==> src/rtl/uart_receiver.sv <==
// uart_receiver: 8N1 UART receive stage with a two-flop input synchronizer,
// mid-bit sampling from a clock-count baud generator, a one-entry holding
// register with valid/ready handshake, and single-cycle error pulses.
// Optional feature: define UART_RX_PARITY_EN to receive 8E1 frames with
// even-parity checking. Without it, frames are 8N1 and parity_err stays 0.
module uart_receiver #(
  parameter int unsigned CLKS_PER_BIT = 104
) (
  input  logic       sys_clk,
  input  logic       rst,
  input  logic       uart_rx,
  output logic [7:0] rx_data,
  output logic       rx_valid,
  input  logic       rx_ready,
  output logic       frame_err,
  output logic       parity_err,
  output logic       overrun
);

  localparam logic [15:0] HALF_LAST = 16'(CLKS_PER_BIT / 2 - 1);
  localparam logic [15:0] FULL_LAST = 16'(CLKS_PER_BIT - 1);

  typedef enum logic [2:0] {
    S_IDLE,
    S_START,
    S_DATA,
    S_PARITY,
    S_STOP,
    S_BREAK
  } state_t;

  state_t      state, state_next;
  logic        rx_meta, rx_s;
  logic [15:0] bit_cnt;
  logic [2:0]  phase;
  logic [7:0]  data_sr;
  logic        cnt_clr;
  logic        sample_data;
  logic        stop_done;
  logic        byte_ok;
  logic        commit;
  logic        drop;
`ifdef UART_RX_PARITY_EN
  logic        sample_par;
  logic        par_bad;
`endif

  // Two-flop synchronizer; both stages reset to the idle line level.
  // NOTE: sequential state uses non-blocking assignments so every flop
  // samples pre-edge values regardless of statement order.
  always_ff @(posedge sys_clk) begin
    if (!rst) begin
      rx_meta <= 1'b1;
      rx_s    <= 1'b1;
    end else begin
      rx_meta <= uart_rx;
      rx_s    <= rx_meta;
    end
  end

  // State register.
  always_ff @(posedge sys_clk) begin
    if (!rst) state <= S_IDLE;
    else      state <= state_next;
  end

  // Next-state and per-cycle control decode.
  // NOTE: every signal gets a default first so no path leaves one unassigned,
  // which would otherwise infer a latch.
  always_comb begin
    state_next  = state;
    cnt_clr     = 1'b0;
    sample_data = 1'b0;
    stop_done   = 1'b0;
`ifdef UART_RX_PARITY_EN
    sample_par  = 1'b0;
`endif
    case (state)
      S_IDLE: begin
        cnt_clr = 1'b1;
        if (!rx_s) state_next = S_START;
      end
      S_START: begin
        if (bit_cnt == HALF_LAST) begin
          cnt_clr    = 1'b1;
          // A start bit that is no longer low at its centre is a glitch.
          state_next = rx_s ? S_IDLE : S_DATA;
        end
      end
      S_DATA: begin
        if (bit_cnt == FULL_LAST) begin
          cnt_clr     = 1'b1;
          sample_data = 1'b1;
          if (phase == 3'd7) begin
`ifdef UART_RX_PARITY_EN
            state_next = S_PARITY;
`else
            state_next = S_STOP;
`endif
          end
        end
      end
`ifdef UART_RX_PARITY_EN
      S_PARITY: begin
        if (bit_cnt == FULL_LAST) begin
          cnt_clr    = 1'b1;
          sample_par = 1'b1;
          state_next = S_STOP;
        end
      end
`endif
      S_STOP: begin
        if (bit_cnt == FULL_LAST) begin
          cnt_clr    = 1'b1;
          stop_done  = 1'b1;
          state_next = rx_s ? S_IDLE : S_BREAK;
        end
      end
      S_BREAK: begin
        cnt_clr = 1'b1;
        // Hold off until the line returns high so a stuck-low line
        // cannot look like an endless stream of start bits.
        if (rx_s) state_next = S_IDLE;
      end
      default: state_next = S_IDLE;
    endcase

`ifdef UART_RX_PARITY_EN
    byte_ok = stop_done && rx_s && !par_bad;
`else
    byte_ok = stop_done && rx_s;
`endif
    // A commit may reuse the slot in the same cycle the old byte is accepted.
    commit = byte_ok && (!rx_valid || rx_ready);
    drop   = byte_ok && rx_valid && !rx_ready;
  end

  // Baud counter, data-bit phase counter and LSB-first shift register.
  always_ff @(posedge sys_clk) begin
    if (!rst) begin
      bit_cnt <= '0;
      phase   <= '0;
      data_sr <= '0;
    end else begin
      bit_cnt <= cnt_clr ? '0 : bit_cnt + 16'd1;
      if (state == S_START)  phase <= '0;
      else if (sample_data)  phase <= phase + 3'd1;
      if (sample_data) data_sr <= {rx_s, data_sr[7:1]};
    end
  end

`ifdef UART_RX_PARITY_EN
  // Even-parity check captured at the parity sample, reported at stop time.
  always_ff @(posedge sys_clk) begin
    if (!rst) begin
      par_bad    <= 1'b0;
      parity_err <= 1'b0;
    end else begin
      if (sample_par) par_bad <= ^{data_sr, rx_s};
      parity_err <= stop_done && par_bad;
    end
  end
`else
  assign parity_err = 1'b0;
`endif

  // Holding register, handshake and error pulses.
  always_ff @(posedge sys_clk) begin
    if (!rst) begin
      rx_data   <= '0;
      rx_valid  <= 1'b0;
      frame_err <= 1'b0;
      overrun   <= 1'b0;
    end else begin
      frame_err <= stop_done && !rx_s;
      overrun   <= drop;
      if (commit) begin
        rx_data  <= data_sr;
        rx_valid <= 1'b1;
      end else if (rx_valid && rx_ready) begin
        rx_valid <= 1'b0;
      end
    end
  end

endmodule

==> config.mk <==
export PLATFORM = sky130hd
export DESIGN_NAME = uart_receiver
export DESIGN_NICKNAME = d
export VERILOG_FILES = /design/src/rtl/uart_receiver.sv
export SDC_FILE = /design/constraint.sdc
export NUM_CORES = 1
export LEC_CHECK = 0
export ABC_AREA = 1
export CAP_MARGIN = 20
export CORE_ASPECT_RATIO = 0.5
export CORE_UTILIZATION = 55
export DETAILED_ROUTE_END_ITERATION = 8
export PLACE_DENSITY = 0.87
export SLEW_MARGIN = 5
export SYNTH_ARGS = -nofsm -noshare
export SYNTH_HDL_FRONTEND = slang
export SYNTH_SLANG_ARGS = --single-unit
==> constraint.sdc <==
create_clock -name sys_clk -period 4.35 [get_ports sys_clk]
set_clock_uncertainty 0.15 [all_clocks]
set_input_delay 0.87 -clock sys_clk [delete_from_list [all_inputs] [get_ports sys_clk]]
set_output_delay 0.87 -clock sys_clk [all_outputs]
set_load 0.02 [all_outputs]
==> results.toml, run 1 <==
[logic_synthesis]
yosys_warnings = 0
post_synth_main_area_contributors = "sky130_fd_sc_hd__dfxtp_1 42%, sky130_fd_sc_hd__nor2_1 9.4%, sky130_fd_sc_hd__nand2_1 8.5%"
synth-xor-area-share_pct = 3.02
post-synth-top-area-fraction_pct = 42.4
multiplexer_share_of_the_synthesized_area_pct = 0
synthesis.nets = 279
synth_top_family_by_area = "simple AND/OR/NAND/NOR gates"
share_of_the_synthesized_area_in_compound_gates_ao_oa_aoi_oai_pct = 8.20
synthCells = 272
synthesis.area_sq_um = 2030
synth_adder_area_share_pct = 1.85
seq_area_frac_synth_pct = 42.4
ys_async_sr_fraction_pct = 0
synth_register_bits = 43
synth.top_cells.by_count = "51 x sky130_fd_sc_hd__nor2_1, 46 x sky130_fd_sc_hd__nand2_1, 43 x sky130_fd_sc_hd__dfxtp_1"
synth-simple-area-share_pct = 35.0
postSynth.topFlopCell = "sky130_fd_sc_hd__dfxtp_1"
yosysMostFrequentCell = "sky130_fd_sc_hd__nor2_1"
count_of_unique_library_cells_instantiated_by_yosys = 32
synth.largest_area_cell = "sky130_fd_sc_hd__dfxtp_1"
synth-edff-count = 0
postSynthAreaPerCell_sq_um = 7.46

[finish]
n_fill_cell = 285
nNetsFinal = 293
instances_no_fill = 338
antenna_cells_inserted = 0
multi_input_area_sq_um = 980
sequential_cell_area_sq_um = 861
layout_overhead_on_the_synthesized_area_pct = 11.4
drive_above_1_share_pct = 10.8

[run]
max_cap_violations = 0

[worst_setup_path]
timing.critical_path.arrival_ns = 2.62
cp_max_fo = 21
critPathLaunch = "rst"
start_kind = "primary input"
timing.rr.start = "bit_cnt[0]"
cp.required_ns = 4.43
endpoint_kind = "register"
critical_path_class = "in -> reg"

[clocking]
clkTransAtPathRegs_ns = 0.07
cts-root-to-sink-buffers = 2
cts_buffers = 5
post_cts_hold_buffer_count = 0
cts_tree = "yes"
post_cts_buffers = 0
count_of_h_tree_levels_built_during_cts = 2
post_cts_resized = 0
insertion_delay_ns = 0.29
cts-root-buf = "sky130_fd_sc_hd__clkbuf_8"
total_number_of_clock_tree_sinks = 43

[placement]
place.gp.congestion = 0.832
port-buffer-count = 14
place_worst_setup_slack_ns = 1.56
place_hpwl_um = 2650
place_inst = 330

[grt]
grt_first_pass_wirelength_um = 5930
globalRouteTotalUtil_pct = 19.9
grt_start_max_net_pins = 22
grt_antenna_before_repair = 0
remaining_global_route_overflow = 0
first_global_vias = 1435

[timing]
tightest_slew_ns = 0.726
fin_hold_ws_ns = 0.273
period_share_pct = 58.3
final.min_clock_period_ns = 2.54
fmax_mhz = 394
tns_ns = 0
rsz_0062_raised_after_global_routing = "no"
setup_violations = 0
relSlewSlack_pct = 51.4
fin_ws_ns = 1.81
finalMaxSlewViolations = 0
final_hold_viol_count = 0

[detailed_routing]
drc = 0
drtAntennaViolNets = 0
final_routed_wire_length_divided_by_cell_count_um = 10.4
detail_route.wirelength_um = 3520
detail_route.first_pass.iterations = 4
drtIter0Drc = 74
vias = 1682
ratio_of_routed_vias_to_standard_cells = 4.98

[die]
floorplan.initialDensity_pct = 58.5
dieArea_sq_um = 3950
die_height_um = 45.0
core_sq_um = 3470
die_w_um = 87.9
io-pin-count = 16
num_rows = 15

[worst_hold_path]
hold_class = "reg -> reg"
timing.hold.worst.start = "rx_meta"

[power_and_ir_drop]
power-per-cell-area_nw_per_um2 = 405
power_leakage_nw = 0.858
ir_drop_uv = 204

[run_status]
status = "complete, no violations"
==> worst max-delay path, stage by stage <==
cell	delay [ns]
sky130_fd_sc_hd__clkdlybuf4s50_1	0.94
sky130_fd_sc_hd__inv_1	0.23
sky130_fd_sc_hd__nor2_1	0.23
sky130_fd_sc_hd__inv_1	0.06
sky130_fd_sc_hd__a21oi_1	0.14
sky130_fd_sc_hd__o21a_1	0.15
==> metal layers <==
layer / vias up / share of wire, % / global-route usage (%)
met5: - / 0 / 0
met4: 0 / 1.4 / 7.87
met3: 7 / 3.7 / 6.03
met2: 24 / 49 / 34.7
met1: 762 / 45 / 23.7
li1: 889 / - / -
==> flip-flops by register name, summed over array words and instances (netlist names) <==
register   flops
overrun        1
phase          3
rx_data        8
frame_err      1
data_sr        8
rx_s           1
state          3
rx_valid       1
rx_meta        1
bit_cnt       16
==> final timing paths <==
path / end / slack (ns) / depth (start not counted)
max: phase[0] / 1.81 / 6
min: rx_s / 0.27 / 1
max reg2reg: phase[2] / 2.32 / 10
min reg2reg: rx_s / 0.27 / 1
==> cell families after synthesis <==
group	count (synthesis)
compound gates	29
xor+xnor	7
flops	43
simple gates	146
other cells	1
fa+ha+maj	3
buf+inv	43
==> power breakdown <==
part | switching [W] | leakage (nW) | internal, W
logic | 0.000160 | 0.468 | 0.0000796
registers | 0.0000234 | 0.348 | 0.000414
clock network | 0.000126 | 0.0422 | 0.000113
total | 0.000310 | 0.858 | 0.000606
==> metrics by stage <==
stage / area [sq um] / total power, W / utilization [%]
final: 2260 / 0.000916 / 65.1
after floorplan: 2030 / 0.000652 / -
after CTS: 2260 / 0.000921 / 65.1
after global placement: 2180 / 0.000676 / 62.8
after detailed placement: 2180 / 0.000685 / 62.8
after global routing: 2260 / 0.000979 / 65.1
==> final cells by class <==
| class | instances | area share [%] |
|---|---|---|
| multi-input combinational | 186 | 43.3 |
| sequential | 43 | 38.1 |
| timing repair buffer | 14 | 6.20 |
| inverter | 36 | 5.98 |
| clock buffer | 7 | 3.38 |
| tap | 51 | 2.82 |
| clock inverter | 1 | 0.221 |
==> placed cells by master (no fill, tap or decap), types with 3 or more instances in the layout <==
master,count
sky130_fd_sc_hd__o21ai_1,10
sky130_fd_sc_hd__nand2_1,46
sky130_fd_sc_hd__ha_1,3
sky130_fd_sc_hd__o21ai_0,3
sky130_fd_sc_hd__nand3_1,6
sky130_fd_sc_hd__a21oi_2,5
sky130_fd_sc_hd__nor3_1,11
sky130_fd_sc_hd__clkdlybuf4s50_1,14
sky130_fd_sc_hd__nor2_1,51
sky130_fd_sc_hd__clkbuf_8,5
sky130_fd_sc_hd__dfxtp_1,43
sky130_fd_sc_hd__nand2_2,3
sky130_fd_sc_hd__or2_2,3
sky130_fd_sc_hd__a21oi_1,10
sky130_fd_sc_hd__nor2_4,5
sky130_fd_sc_hd__nand4_1,13
sky130_fd_sc_hd__inv_1,32
sky130_fd_sc_hd__xor2_1,6
Note: power is estimated with default switching activity, not from simulation.
==> run 2: changes to the inputs <==
==> constraint.sdc (replaced) <==
create_clock -name sys_clk -period 2.6 [get_ports sys_clk]
set_clock_uncertainty 0.15 [all_clocks]
set_input_delay 0.52 -clock sys_clk [delete_from_list [all_inputs] [get_ports sys_clk]]
set_output_delay 0.52 -clock sys_clk [all_outputs]
set_load 0.02 [all_outputs]
==> run 2 against run 1 <==
Global-route usage grew 1.7 points. Via count grew 1.8%. First-iteration DRC count shrank 14%. Critical path depth grew 4. Core utilization grew 1.7 points. Register-to-register slack lost 1.7 ns. Sequential power grew 68%. Sequential cell count is the same. Worst setup slack lost 1.2 ns. Die area is the same.
==> results.toml, run 2 (synthesized netlist as in run 1, its figures left out) <==
[finish]
drive_above_1_share_pct = 11.5
final_cell_mix = "51 x sky130_fd_sc_hd__nor2_1, 46 x sky130_fd_sc_hd__nand2_1, 43 x sky130_fd_sc_hd__dfxtp_1, 32 x sky130_fd_sc_hd__inv_1, 14 x sky130_fd_sc_hd__clkdlybuf4s50_1"
nNetsFinal = 294
n_fill_cell = 274
multi_input_area_sq_um = 980
mostFrequentLayoutCell = "sky130_fd_sc_hd__nor2_1"
instances_no_fill = 339
antenna_cells_inserted = 0
utilization_pct = 66.8
largest_register_ff_count = 16
largest_register = "bit_cnt"
largestRegisters = "bit_cnt: 16 flops, data_sr: 8 flops, rx_data: 8 flops"
layout_overhead_on_the_synthesized_area_pct = 14.3
sequential_cell_area_sq_um = 861
layout.cell_area.non_filler_sq_um = 2320

[clocking]
clkTransAtPathRegs_ns = 0.08
cts_buffers = 5
post_cts_buffers = 0
post_cts_hold_buffer_count = 0
insertion_delay_ns = 0.30
total_number_of_clock_tree_sinks = 43
post_cts_resized = 0
cts_tree = "yes"
cts-root-to-sink-buffers = 2
cts-root-buf = "sky130_fd_sc_hd__clkbuf_8"
count_of_h_tree_levels_built_during_cts = 2

[worst_setup_path]
worst-r2r-setup-slack_ns = 0.63
timing.critical_path.arrival_ns = 2.01
cp_max_fo = 21
endpoint_kind = "register"
critical_path_class = "reg -> reg"
cp.required_ns = 2.64
start_kind = "register"

[die]
floorplan.initialDensity_pct = 58.5
core_sq_um = 3470
io-pin-count = 16
die_w_um = 87.9
dieArea_sq_um = 3950
die_height_um = 45.0
num_rows = 15

[power_and_ir_drop]
switching_power_w = 0.000538
ir_drop_uv = 454
switching_share_pct = 30.8
internal_w = 0.00121
power_frac_seq_pct = 42.0
share_clk_of_total_power_pct = 34.6
share_comb_of_total_power_pct = 23.4
power-per-cell-area_nw_per_um2 = 754
power_leakage_nw = 0.886

[detailed_routing]
vias = 1713
ratio_of_routed_vias_to_standard_cells = 5.05
final_routed_wire_length_divided_by_cell_count_um = 11.2
detail_route.wirelength_um = 3810
detail_route.first_pass.iterations = 4
drtIter0Drc = 64
drc = 0
drtAntennaViolNets = 0

[placement]
place_hpwl_um = 2680
place_inst = 331
placedInstanceArea_sq_um = 2190
place.gp.congestion = 0.818
port-buffer-count = 14

[timing]
finalMaxSlewViolations = 0
tns_ns = 0
setup_violations = 0
fmax_mhz = 508
final.min_clock_period_ns = 1.97
period_share_pct = 75.8
rsz_0062_raised_after_global_routing = "no"
final_hold_viol_count = 0

[grt]
first_global_vias = 1522
remaining_global_route_overflow = 0
grt_antenna_before_repair = 0
grt_first_pass_wirelength_um = 6340
grt_start_max_net_pins = 22
globalRouteTotalUtil_pct = 21.7

[worst_hold_path]
hold_class = "reg -> reg"

[run]
max_cap_violations = 0

[run_status]
status = "complete, no violations"
==> run 2: path summary, 6_finish.rpt <==
path | startpoint | to | cells past startpoint
hold reg to reg | rx_meta | rx_s | 1
setup reg to reg | bit_cnt[0] | phase[2] | 10
setup / recovery | bit_cnt[0] | phase[2] | 10
hold / removal | rx_meta | rx_s | 1
==> run 2: cell type report <==
class / instances / share of cell area, %
Clock buffer: 6 / 3.13
Clock inverter: 2 / 2.59
Inverter: 36 / 5.83
Multi-Input combinational cell: 186 / 42.2
Sequential cell: 43 / 37.1
Tap cell: 51 / 2.75
Timing Repair Buffer: 15 / 6.36
==> run 2: metrics by stage <==
step	total power [W]	setup WS, ns	hold WS, ns
6_report	0.00175	0.630	0.289
3_5_place_dp	0.00115	0.582	0.257
4_1_cts	0.00176	0.622	0.284
2_1_floorplan	0.00109	1.00	0.243
3_3_place_gp	0.00113	0.651	0.250
5_1_grt	0.00186	0.422	0.301
==> run 2: power groups by stage <==
stage / clock network [W] / logic [W] / registers (W)
2_1_floorplan: 0 / 0.000351 / 0.000739
3_3_place_gp: 0 / 0.000387 / 0.000745
3_5_place_dp: 0 / 0.000399 / 0.000748
4_1_cts: 0.000618 / 0.000406 / 0.000733
5_1_grt: 0.000651 / 0.000467 / 0.000741
6_report: 0.000604 / 0.000410 / 0.000734
==> run 2: worst max-delay path: stages, from the launching register on <==
cell and delay, ns:
sky130_fd_sc_hd__dfxtp_1 0.36, sky130_fd_sc_hd__ha_1 0.20, sky130_fd_sc_hd__nand2_1 0.09, sky130_fd_sc_hd__inv_1 0.10, sky130_fd_sc_hd__nand2_2 0.07, sky130_fd_sc_hd__nor2_4 0.11
sky130_fd_sc_hd__nand2_2 0.12, sky130_fd_sc_hd__nor2_4 0.40, sky130_fd_sc_hd__inv_1 0.12, sky130_fd_sc_hd__nor2_1 0.11, sky130_fd_sc_hd__nor2_1 0.05
==> run 2: metal layers <==
layer / track usage [%] / vias to the layer above / part of all wire [%]
li1: - / 891 / -
met1: 24.4 / 791 / 44
met2: 37.2 / 27 / 50
met3: 8.59 / 4 / 4.0
met4: 9.84 / 0 / 1.4
met5: 0 / - / 0
